[src/rtl/booth_r4_seq_multiplier.sv]
// rtl/booth_r4_seq_multiplier.sv - radix-4 Booth sequential multiplier, signed/unsigned operands
// Optional early termination when `BOOTH_EARLY_TERM_EN is defined (adds cycles_used output).
module booth_r4_seq_multiplier #(
    parameter int WIDTH = 32
) (
    input  logic                         clk,
    input  logic                         rst,
    input  logic                         start,
    input  logic                         is_signed,
    input  logic [WIDTH-1:0]             multiplicand,
    input  logic [WIDTH-1:0]             multiplier,
    output logic                         busy,
    output logic                         done,
`ifdef BOOTH_EARLY_TERM_EN
    output logic [$clog2(WIDTH/2+2)-1:0] cycles_used,
`endif
    output logic [2*WIDTH-1:0]           product
);
    localparam int N_ITER = WIDTH/2 + 1;
    localparam int CNT_W  = $clog2(WIDTH/2 + 2);
    localparam int EW     = WIDTH + 2;
    localparam int HW     = WIDTH + 3;
    localparam int PW     = HW + EW;

    typedef enum logic [1:0] {
        S_IDLE = 2'd0,
        S_CALC = 2'd1,
        S_DONE = 2'd2
    } state_t;

    state_t state, state_nxt;

    logic [EW-1:0]        mcand;
    logic [EW-1:0]        acc_lo;
    logic [HW-1:0]        acc_hi;
    logic                 b_prev;
    logic [CNT_W-1:0]     iter;

    logic [HW-1:0]        addend;
    logic [HW-1:0]        sum;
    logic                 neg;
    logic signed [PW-1:0] pair;
    logic signed [PW-1:0] step_val;
    logic signed [PW-1:0] acc_next;
    logic                 last_iter;
    logic                 early;

    assign last_iter = (iter == CNT_W'(N_ITER - 1));

    // Booth digit from {B[i+1], B[i], B[i-1]}; negation is invert plus carry-in.
    always_comb begin
        addend = '0;
        neg    = 1'b0;
        case ({acc_lo[1:0], b_prev})
            3'b001, 3'b010: addend = {mcand[EW-1], mcand};
            3'b011:         addend = {mcand, 1'b0};
            3'b100: begin
                addend = {mcand, 1'b0};
                neg    = 1'b1;
            end
            3'b101, 3'b110: begin
                addend = {mcand[EW-1], mcand};
                neg    = 1'b1;
            end
            default: ;
        endcase
        sum      = acc_hi + (addend ^ {HW{neg}}) + {{(HW-1){1'b0}}, neg};
        pair     = {sum, acc_lo};
        step_val = pair >>> 2;
    end

`ifdef BOOTH_EARLY_TERM_EN
    logic [EW-1:0] rem_mask;
    logic          rem_zero;
    logic          rem_ones;

    // After this digit, the unretired multiplier bits sit in the low bits of acc_lo.
    always_comb begin
        rem_mask = {EW{1'b1}} >> (2*int'(iter) + 2);
        rem_zero = ((step_val[EW-1:0] & rem_mask) == '0) && !acc_lo[1];
        rem_ones = ((step_val[EW-1:0] | ~rem_mask) == {EW{1'b1}}) && acc_lo[1];
        early    = !last_iter && (rem_zero || rem_ones);
        acc_next = early ? (step_val >>> (2*(N_ITER - 1 - int'(iter)))) : step_val;
    end
`else
    always_comb begin
        early    = 1'b0;
        acc_next = step_val;
    end
`endif

    always_ff @(posedge clk or posedge rst) begin
        if (rst) begin
            state <= S_IDLE;
        end else begin
            state <= state_nxt;
        end
    end

    always_comb begin
        state_nxt = state;
        busy      = 1'b0;
        done      = 1'b0;
        case (state)
            S_IDLE: begin
                if (start) begin
                    state_nxt = S_CALC;
                end
            end
            S_CALC: begin
                busy = 1'b1;
                if (last_iter || early) begin
                    state_nxt = S_DONE;
                end
            end
            S_DONE: begin
                busy      = 1'b1;
                done      = 1'b1;
                state_nxt = S_IDLE;
            end
            default: state_nxt = S_IDLE;
        endcase
    end

    // Product is loaded on the edge into DONE so it is valid alongside the done pulse.
    always_ff @(posedge clk or posedge rst) begin
        if (rst) begin
            mcand   <= '0;
            acc_hi  <= '0;
            acc_lo  <= '0;
            b_prev  <= 1'b0;
            iter    <= '0;
            product <= '0;
        end else begin
            case (state)
                S_IDLE: begin
                    if (start) begin
                        mcand  <= {{2{is_signed & multiplicand[WIDTH-1]}}, multiplicand};
                        acc_lo <= {{2{is_signed & multiplier[WIDTH-1]}}, multiplier};
                        acc_hi <= '0;
                        b_prev <= 1'b0;
                        iter   <= '0;
                    end
                end
                S_CALC: begin
                    acc_hi <= acc_next[PW-1:EW];
                    acc_lo <= acc_next[EW-1:0];
                    b_prev <= acc_lo[1];
                    iter   <= iter + 1'b1;
                    if (last_iter || early) begin
                        product <= acc_next[2*WIDTH-1:0];
                    end
                end
                default: ;
            endcase
        end
    end

`ifdef BOOTH_EARLY_TERM_EN
    always_ff @(posedge clk or posedge rst) begin
        if (rst) begin
            cycles_used <= '0;
        end else if (state == S_CALC && (last_iter || early)) begin
            cycles_used <= iter + 1'b1;
        end
    end
`endif

endmodule

[config.mk]
export PLATFORM = sky130hd
export DESIGN_NAME = booth_r4_seq_multiplier
export DESIGN_NICKNAME = d
export VERILOG_FILES = /design/src/rtl/booth_r4_seq_multiplier.sv
export SDC_FILE = /design/constraint.sdc
export NUM_CORES = 1
export LEC_CHECK = 0
export ABC_AREA = 1
export CAP_MARGIN = 30
export CORE_MARGIN = 2
export CORE_UTILIZATION = 25
export CTS_CLUSTER_DIAMETER = 80
export DETAILED_ROUTE_END_ITERATION = 12
export SLEW_MARGIN = 20
export SYNTH_ARGS = -nofsm -noshare
export SYNTH_HDL_FRONTEND = slang
export SYNTH_SLANG_ARGS = --single-unit
[constraint.sdc]
create_clock -name clk -period 5.65 [get_ports clk]
set_input_delay 1.13 -clock clk [delete_from_list [all_inputs] [get_ports clk]]
set_output_delay 1.13 -clock clk [all_outputs]
set_load 0.02 [all_outputs]
==> results.md <==
- Synth area leader: dfrtp_1
- DRT antenna net count: 0
- Cts hold-fix bufs: 0
- Initial Util: 0.2527
- TritonCTS Sinks: 172
- Measured slew at the worst slew-check pin: 893.1 ps
- H-tree Lvls: 4
- Clk_lat worst skew: about 450 ps
- Gr usage total: 0.1463
- Syn Nets: 1348
- Synth Flop Type: dfrtp_1
- CTS tree: done
- Slew margin rel.: 0.4046
- P&R area growth vs syn: 25.72%
- Kind of critical path: reg -> reg
- Synth cell types: just over 40
- I/O Pins: about 130
- Clk_skew: 10.92 ps
- Die Span Y: around 200 um
- Crit share post-route: 0.6963
- Via count: roughly 8500
- Sequential share of the synthesized area: 0.4428
- Synth Cell Area: around 9700 um2
- Multi-input logic area: between 4000 and 5000 um2
- Ys async rst share: 1.000
- Final hold violation count: 0
- CP delay by family, top: compound AO/OA/AOI/OAI gates
- CP Capture Type: flip-flop
- CP Data Required Time: around 6000 ps
- CP max stage delay: approximately 670 ps
- ANT cells: 0
- Initial antenna violation count: 0
- Cell-by-cell listing of the critical path: inv_1 > ha_1 > nand2_1 > a21boi_2 > o22ai_1 > xnor2_1 > fa_1 > inv_1 > nand3_1 > nor2_1 > nor2_2 > o21ai_2 > nand2_1 > nand2_2 > nand2_2 > nand2_1 > nand2_1 > nand3_1 > nand2_1
- Die Wd: ~200 um
- CTS Buffer Depth: 2
- Final Setup Violations: 0
- Vias in the first global route: just over 8000
- Die ar.: a little over 40000 um2
- EDFF count, synth: 0
- Outcome: completed
- Biggest fanout along the worst timing path: 18
- Crit path top cell by count: nand2_1
- Layout cell share with drive strength beyond 1: 0.05869
- Core area: approximately 38000 um2
- CTS buffer count: 17
- Critical Path Start Type: flip-flop
- Sequential cell area: 4304 um2
- DR iter-0 viols: 490
- Syn_area_per_cell: between 7 and 8 um2
- PortBufs: ~130
- Filler cell count: between 4000 and 5000
- GR Overflow Total: 0
- Post-layout nets: about 1500
- RD Place Congestion: roughly 0.93
- Area contributors post-synth: dfrtp_1 (44%), nand2_1 (13%), o21ai_0 (6.6%)
- Via density: roughly 4.5
- Fin crit period: 3934 ps
- FF+latch count, synth: 172
- WP buf/inv: 2
- DRT Pass-1 Iters: 5
- Post-synth top area share: 0.4428
- # rows: 72
- Fmax achieved: about 250 MHz
- Worst Path Arrival: between 4000 and 5000 ps
- WL/cell: about 15 um
- Max-slew violation count: 0
- Largest net degree at the start of global routing: approximately 110
- Wirelength, routed: 28940 um
- Clock-pin slew on the worst setup and hold paths: 70 ps
- Crit path max-delay cell type: a21boi_2
- Global-route wire length before repair: about 46000 um
- Hold WC Path Type: reg -> reg
- Synth warn: 0
- Post-CTS Setup Repair Bufs: 0
- Cells after Synth: ~1200
- Root Driver: clkbuf_16
- Post-DP HPWL: around 21000 um
- Maxcap violations: 0
- RSZ-0062 raised after global routing: false
- DRC: 0
- Setup Total Neg Slack: 0 ps
- Number of gates resized after CTS: 0
==> worst reg2reg max path: stages, from the launching register on <==
cell and delay, ps:
dfrtp_1 390, inv_1 90, ha_1 190, nand2_1 120
a21boi_2 670, o22ai_1 310, xnor2_1 240, fa_1 450
inv_1 150, nand3_1 110, nor2_1 130, nor2_2 80
o21ai_2 210, nand2_1 90, nand2_2 160, nand2_2 90
nand2_1 70, nand2_1 60, nand3_1 140, nand2_1 70
==> flip-flops by register name (all words and copies together), names as in the netlist <==
register / count
state: 2
iter: 5
mcand: 33
acc_lo: 34
product: 64
b_prev: 1
acc_hi: 33
==> stage by stage <==
stage                     utilization  hold slack (ps)  worst slack (ps)  instances  cell area, um2
after CTS                      0.3173            481.0              1691       1880           12200
after floorplan                     -            455.4              2323       1237            9723
final                          0.3177            476.4              1716       1881           12220
after detailed placement       0.3014            462.4              1718       1848           11590
after global placement         0.3014            458.5              1741       1848           11590
after global routing           0.3177            497.6              1445       1881           12220
==> cell usage after synthesis, types with 6 or more instances <==
master and count:
nand2_1 324, dfrtp_1 172, inv_1 139, o21ai_0 129, nor2_1 78, nand3_1 58, ha_1 42, xor2_1 42
a21oi_1 37, o22ai_1 35, o211ai_1 32, clkbuf_1 23, buf_2 21, o21ai_1 19, nand2_2 9, nor3_1 8
xnor2_1 8, o21ai_2 6
==> area by class of cell <==
class,instances,share of cell area
multi-input cells,872,0.3833
flip-flops and latches,172,0.3522
clock buffers,21,0.03932
repair buffers,143,0.1167
well taps,518,0.05304
clock inverters,11,0.01075
inverters,144,0.04464
==> layout by cell type (no fill, tap or decap), types with 17 or more instances in the layout <==
cell,count
clkbuf_16,17
inv_1,138
nand2_1,324
o22ai_1,35
nand3_1,57
ha_1,41
o21ai_0,129
clkdlybuf4s50_1,133
o21ai_1,19
a21oi_1,37
dfrtp_1,172
nor2_1,78
o211ai_1,32
xor2_1,42
==> worst paths after layout <==
check	endpoint	cells after the start	from	slack [ps]
worst max-delay path	acc_hi[28]$_DFFE_PP0P_	19	acc_lo[0]$_DFFE_PP0P_	1720
worst min-delay path	product[34]$_DFFE_PP0P_	2	product[34]$_DFFE_PP0P_	480
worst max register to register	acc_hi[28]$_DFFE_PP0P_	19	acc_lo[0]$_DFFE_PP0P_	1720
worst min register to register	product[34]$_DFFE_PP0P_	2	product[34]$_DFFE_PP0P_	480
max in group asynchronous	product[58]$_DFFE_PP0P_	3	rst	3390
min in group asynchronous	product[1]$_DFFE_PP0P_	2	rst	1200
==> per-layer routing <==
layer | vias to the layer above | wire (um) | global-route usage
met5 | - | 0 | 0
li1 | 4276 | - | -
met4 | 0 | 609 | 0.04806
met3 | 32 | 1402 | 0.02721
met1 | 3948 | 14570 | 0.2106
met2 | 232 | 12360 | 0.2207
==> kinds of logic after synthesis <==
| family | after synthesis | synth area share |
|---|---|---|
| flip-flops | 172 | 0.4428 |
| AO/OA/AOI/OAI | 282 | 0.1681 |
| AND/OR/NAND/NOR | 497 | 0.2106 |
| XOR/XNOR | 50 | 0.04506 |
| buffers and inverters | 193 | 0.07724 |
| adder cells (fa/ha/maj) | 43 | 0.05613 |
Power is left out: the tool's default activity adds up to more than one toggle a clock period on the data nets, which glitch-free logic cannot reach.
